===== config.mk =====
export PLATFORM = sky130hd
export DESIGN_NAME = ps2_kbd_receiver
export DESIGN_NICKNAME = d
export VERILOG_FILES = /design/src/rtl/ps2_kbd_receiver.sv
export SDC_FILE = /design/constraint.sdc
export NUM_CORES = 1
export LEC_CHECK = 0
export BUFFER_PORTS_ARGS = -buffer_cell sky130_fd_sc_hd__buf_4
export CORE_MARGIN = 2
export CORE_UTILIZATION = 30
export DETAILED_ROUTE_END_ITERATION = 8
export GPL_TIMING_DRIVEN = 0
export PLACE_DENSITY = 0.49
export SLEW_MARGIN = 20
export SYNTH_ARGS = -nofsm -noshare
export SYNTH_HDL_FRONTEND = slang
export SYNTH_SLANG_ARGS = --single-unit
export TNS_END_PERCENT = 100

===== constraint.sdc =====
create_clock -name clk -period 3.35 [get_ports clk]
set_input_delay 0.1675 -clock clk [delete_from_list [all_inputs] [get_ports clk]]
set_output_delay 0.1675 -clock clk [all_outputs]
set_load 0.01 [all_outputs]

===== src/rtl/ps2_kbd_receiver.sv =====
// ps2_kbd_receiver
//   Receives PS/2 keyboard frames clocked by the device and presents each good
//   byte on a parallel bus with a one-cycle strobe. Both PS/2 lines are
//   synchronised, ps2c is de-glitched, frames are checked for odd parity and
//   stop bit, and stalled partial frames are dropped after a timeout.
//
// Ports
//   clk        in   system clock, rising-edge
//   rst        in   asynchronous active-high reset
//   ps2c       in   PS/2 clock from device (async, idle high)
//   ps2d       in   PS/2 data from device (async, idle high)
//   ready      out  one-cycle strobe: data holds a freshly received byte
//   data       out  last good byte, held between strobes
//   frame_err  out  one-cycle strobe: frame failed parity or stop check
module ps2_kbd_receiver #(
    parameter int unsigned FILTER_LEN  = 8,
    parameter int unsigned TIMEOUT_CYC = 200000
) (
    input  logic       clk,
    input  logic       rst,
    input  logic       ps2c,
    input  logic       ps2d,
    output logic       ready,
    output logic [7:0] data,
    output logic       frame_err
);

    localparam int unsigned FCW = (FILTER_LEN > 2) ? $clog2(FILTER_LEN) : 1;
    localparam int unsigned TCW = (TIMEOUT_CYC > 2) ? $clog2(TIMEOUT_CYC) : 1;

    localparam logic [FCW-1:0] FiltLast = FCW'(FILTER_LEN - 1);
    localparam logic [TCW-1:0] ToLast   = TCW'(TIMEOUT_CYC - 1);

    localparam logic [1:0] StIdle  = 2'd0;
    localparam logic [1:0] StRecv  = 2'd1;
    localparam logic [1:0] StCheck = 2'd2;

    // Synchronisers
    logic           c_s1_q, c_s2_q, d_s1_q, d_s2_q;
    // Clock filter
    logic           fc_q, fc_d;
    logic [FCW-1:0] filt_cnt_q, filt_cnt_d;
    logic           fe_q, fe_d;
    // Frame state
    logic [1:0]     state_q, state_d;
    logic [3:0]     bitcnt_q, bitcnt_d;
    // sr[9] = stop, sr[8] = parity, sr[7:0] = byte once all bits are in
    logic [9:0]     sr_q, sr_d;
    logic [TCW-1:0] to_cnt_q, to_cnt_d;
    // Outputs
    logic           ready_q, ready_d;
    logic [7:0]     data_q, data_d;
    logic           err_q, err_d;

    always_ff @(posedge clk or posedge rst) begin
        if (rst) begin
            c_s1_q <= 1'b1;
            c_s2_q <= 1'b1;
            d_s1_q <= 1'b1;
            d_s2_q <= 1'b1;
        end else begin
            c_s1_q <= ps2c;
            c_s2_q <= c_s1_q;
            d_s1_q <= ps2d;
            d_s2_q <= d_s1_q;
        end
    end

    // fc follows the synced clock only after FILTER_LEN consecutive samples
    // disagree with it; any agreeing sample restarts the run.
    always_comb begin
        fc_d       = fc_q;
        filt_cnt_d = '0;
        if (c_s2_q != fc_q) begin
            if (filt_cnt_q == FiltLast) begin
                fc_d = c_s2_q;
            end else begin
                filt_cnt_d = filt_cnt_q + 1'b1;
            end
        end
        fe_d = fc_q & ~fc_d;
    end

    always_ff @(posedge clk or posedge rst) begin
        if (rst) begin
            fc_q       <= 1'b1;
            filt_cnt_q <= '0;
            fe_q       <= 1'b0;
        end else begin
            fc_q       <= fc_d;
            filt_cnt_q <= filt_cnt_d;
            fe_q       <= fe_d;
        end
    end

    always_comb begin
        state_d  = state_q;
        bitcnt_d = bitcnt_q;
        sr_d     = sr_q;
        to_cnt_d = '0;
        ready_d  = 1'b0;
        err_d    = 1'b0;
        data_d   = data_q;
        unique case (state_q)
            StIdle: begin
                bitcnt_d = 4'd0;
                if (fe_q && !d_s2_q) begin
                    state_d  = StRecv;
                    bitcnt_d = 4'd1;
                end
            end
            StRecv: begin
                if (fe_q) begin
                    sr_d     = {d_s2_q, sr_q[9:1]};
                    bitcnt_d = bitcnt_q + 4'd1;
                    if (bitcnt_q == 4'd10) begin
                        state_d = StCheck;
                    end
                end else if (to_cnt_q == ToLast) begin
                    state_d  = StIdle;
                    bitcnt_d = 4'd0;
                end else begin
                    to_cnt_d = to_cnt_q + 1'b1;
                end
            end
            StCheck: begin
                if ((^sr_q[8:0]) && sr_q[9]) begin
                    ready_d = 1'b1;
                    data_d  = sr_q[7:0];
                end else begin
                    err_d = 1'b1;
                end
                state_d  = StIdle;
                bitcnt_d = 4'd0;
            end
            default: begin
                state_d  = StIdle;
                bitcnt_d = 4'd0;
            end
        endcase
    end

    always_ff @(posedge clk or posedge rst) begin
        if (rst) begin
            state_q  <= StIdle;
            bitcnt_q <= 4'd0;
            sr_q     <= '0;
            to_cnt_q <= '0;
            ready_q  <= 1'b0;
            data_q   <= 8'h00;
            err_q    <= 1'b0;
        end else begin
            state_q  <= state_d;
            bitcnt_q <= bitcnt_d;
            sr_q     <= sr_d;
            to_cnt_q <= to_cnt_d;
            ready_q  <= ready_d;
            data_q   <= data_d;
            err_q    <= err_d;
        end
    end

    assign ready     = ready_q;
    assign data      = data_q;
    assign frame_err = err_q;

endmodule


==> metrics.txt <==
final wirelength=just under 4000 um; CP max-delay cell=or4b_2; Crit path largest cell delay=roughly 700 ps; status=completed; placed insts=311; die height=approximately 93 um; IO Port Bufs=13; GRT Overall Usage=a little over a tenth; CP endpoint kind=flip-flop; Area Growth Syn to Fin=14.84%; Worst Reg-to-Reg Cells=4; worst-skew pair later-pin latency=around 310 ps; Reg-to-Reg End=to_cnt_q[12]$_DFF_PP0_; share of cells above drive strength 1=between 20% and 30%; total CTS buffers=5; worst hold path type=reg -> reg; fin. max-slew vios=0; final setup TNS=0 ps; Slew @ Worst Pin=between 600 and 700 ps; via count=about 1500; register bit count reported by yosys=between 50 and 60; CP max FO=10; Initial DRC Count=39; GPL Wtd Cong=~0.73; ys async rst share=100.0%; largest vdd supply drop=roughly 0.16 mV; post-route cell area=roughly 2700 um^2; drt pass-1 iters=4; largest net degree at the start of global routing=between 50 and 60; Syn Std Cell Area=2352 um^2; hold_sp=d_s1_q$_DFF_PP1_; final net count=228; Initial Util=30.76%; beginning of the critical path=to_cnt_q[13]$_DFF_PP0_; Mapped Cells=196; power per cell area=404.3 nW/um^2; initial antenna violation count=0; gr ovfl total=0; CTS tree=built; # rows=32; worst setup path endpoint=to_cnt_q[12]$_DFF_PP0_; kind of critical path=reg -> reg; n_diodes=0; Multi-input gate area=962.2 um^2; post-synth top area share=approximately 50%; Worst Path Required=between 3000 and 4000 ps; CP Launch Type=flip-flop; DRT antenna net count=0; fin crit share=60.12%; Hold Vio Cnt, Final=0; clock sink count=53; max-cap viol count=0; final setup violation count=0; reg2reg start=to_cnt_q[13]$_DFF_PP0_; DR vias/cell=~4.5; Layout Cells excl Fill=322; clock slew at reported path FFs=roughly 100 ps; f_max=~0.50 GHz; Post-CTS Setup Repair Bufs=0; RSZ-0062 raised after global routing=no; Final Power=approximately 0.0011 W; register area=1333 um^2; EDFF count, synth=0; leakage power=between 1 and 1.5 nW; syn_nets=205; cts repair resizes=0; Die Span X=92.55 um; dpl hpwl=between 2000 and 3000 um; Synth Warn #=0; WL per Instance=12.23 um; Synth top cells by count=dfrtp_1 (48), mux2_2 (17), nor2_1 (15); clk root buf=clkbuf_8; skew final=roughly 12 ps; hold slack=roughly 350 ps; H-Tree Depth=2; vias in the first global route=~1600; crit path DAT=~2200 ps; Clock Tree Buf Depth=2; first-pass GRT wire length=roughly 7400 um; CP Cell Sequence=or4b_2 > o31ai_4 > buf_2 > nor2_1; Reg2Reg Setup Slack=1340 ps; min cycle time layout=between 2000 and 2500 ps; drt drc=0; syn avg cell area=12.00 um^2; Fillers=between 700 and 800; distinct cell type count after synthesis=36; sequential share of the synthesized area=between 50% and 60%; die area=about 8600 um^2; Area contributors post-synth=dfrtp_1 (51%), mux2_2 (8.1%), dfstp_2 (5.6%), xor2_1 (3.4%), ha_1 (2.7%); prevailing post-synth register cell=dfrtp_1; area post-placement=2580 um^2; CORE AREA=about 7600 um^2; max_slew headroom=about 57%; cell taking the most area after synthesis=dfrtp_1; most frequent cell after synthesis=dfrtp_1; I/O pin total=14
report_power, final:
group | total [W] | switching, W | internal, W | leakage [nW]
combinational | 0.0000512 | 0.0000270 | 0.0000242 | 0.414
clock | 0.000364 | 0.000215 | 0.000149 | 0.0481
sequential | 0.000677 | 0.0000105 | 0.000666 | 0.721
total | 0.00109 | 0.000253 | 0.000839 | 1.18
placed cells by master (no fill, tap or decap), types with 2 or more instances in the layout:
cell,count
xnor2_1,6
dfrtp_1,48
nand4_1,6
nor2_1,15
and2_1,3
dlygate4sd3_1,3
o21ai_0,7
nand3_1,7
clkbuf_8,5
xnor3_1,2
o22ai_1,2
dfstp_2,5
and3_1,2
nand2_1,9
xor2_1,9
o31ai_1,4
nor2b_1,2
mux2_2,17
or4_1,5
buf_4,14
ha_1,5
nand2b_1,2
a21oi_1,8
nor3_1,5
inv_1,10
clkinv_4,2
nor3b_1,2
or3_1,2
worst min-delay path by stage:
stage                       end  slack, ps  depth (start not counted)
4_1_cts        d_s2_q$_DFF_PP1_        360                          0
6_report       d_s2_q$_DFF_PP1_        350                          0
2_1_floorplan  c_s1_q$_DFF_PP1_        170                          0
3_5_place_dp   c_s1_q$_DFF_PP1_        280                          1
3_3_place_gp   c_s1_q$_DFF_PP1_        280                          1
5_1_grt        d_s2_q$_DFF_PP1_        350                          0
per-layer routing:
layer  GRT usage (%)  up-vias  share of wire [%]
li1                -      732                  -
met1           13.62      702                 47
met2           17.34       18                 48
met3           2.441        5                3.1
met4           3.731        0                1.0
met5               0        -                  0
kinds of logic (layout without fill, tap and decap cells):
group,Yosys count,in the layout,share of synthesized area [%]
xor gates and xnor gates,17,17,7.500
muxes,18,18,9.096
AOI/OAI and AO/OA,23,23,6.277
adders and majority gates,5,5,2.660
DFF,53,53,56.65
and+or+nand+nor,66,66,15.37
buffers and inverters,14,38,2.447
cell type report:
| type | instances | area share, % |
|---|---|---|
| Clock inverter | 3 | 0.8337 |
| Sequential cell | 53 | 49.33 |
| Multi-Input combinational cell | 129 | 35.62 |
| Tap cell | 102 | 4.724 |
| Buffer | 3 | 0.6021 |
| Inverter | 11 | 1.621 |
| Clock buffer | 5 | 2.547 |
| Timing Repair Buffer | 16 | 4.724 |
registers in the layout (all words and copies together), names as in the netlist:
register / count
fc_q: 1
d_s1_q: 1
c_s1_q: 1
sr_q: 10
fe_q: 1
d_s2_q: 1
frame_err: 1
filt_cnt_q: 3
bitcnt_q: 4
ready: 1
c_s2_q: 1
state_q: 2
to_cnt_q: 18
data: 8
stage by stage:
| step | util [%] | setup WS [ps] |
|---|---|---|
| 3_3_place_gp | 33.70 | 1138 |
| 6_report | 35.32 | 1336 |
| 3_5_place_dp | 33.74 | 1325 |
| 5_1_grt | 35.32 | 1228 |
| 4_1_cts | 35.32 | 1308 |
| 2_1_floorplan | - | 1500 |
critical path, delay by kind of cell (launching register included):
family / cells / cell delay [ps]
AND/OR/NAND/NOR: 2 / 780
buffers and inverters: 1 / 290
flip-flops: 1 / 460
AO/OA/AOI/OAI: 1 / 370
repair_timing:
| action | 4_1_cts | 5_1_grt |
|---|---|---|
| hold buffers | 3 | 0 |
| hold endpoints to repair | 50 | 0 |
| endpoints found under the setup margin | 0 | 0 |
(Power assumes the default switching activity.)
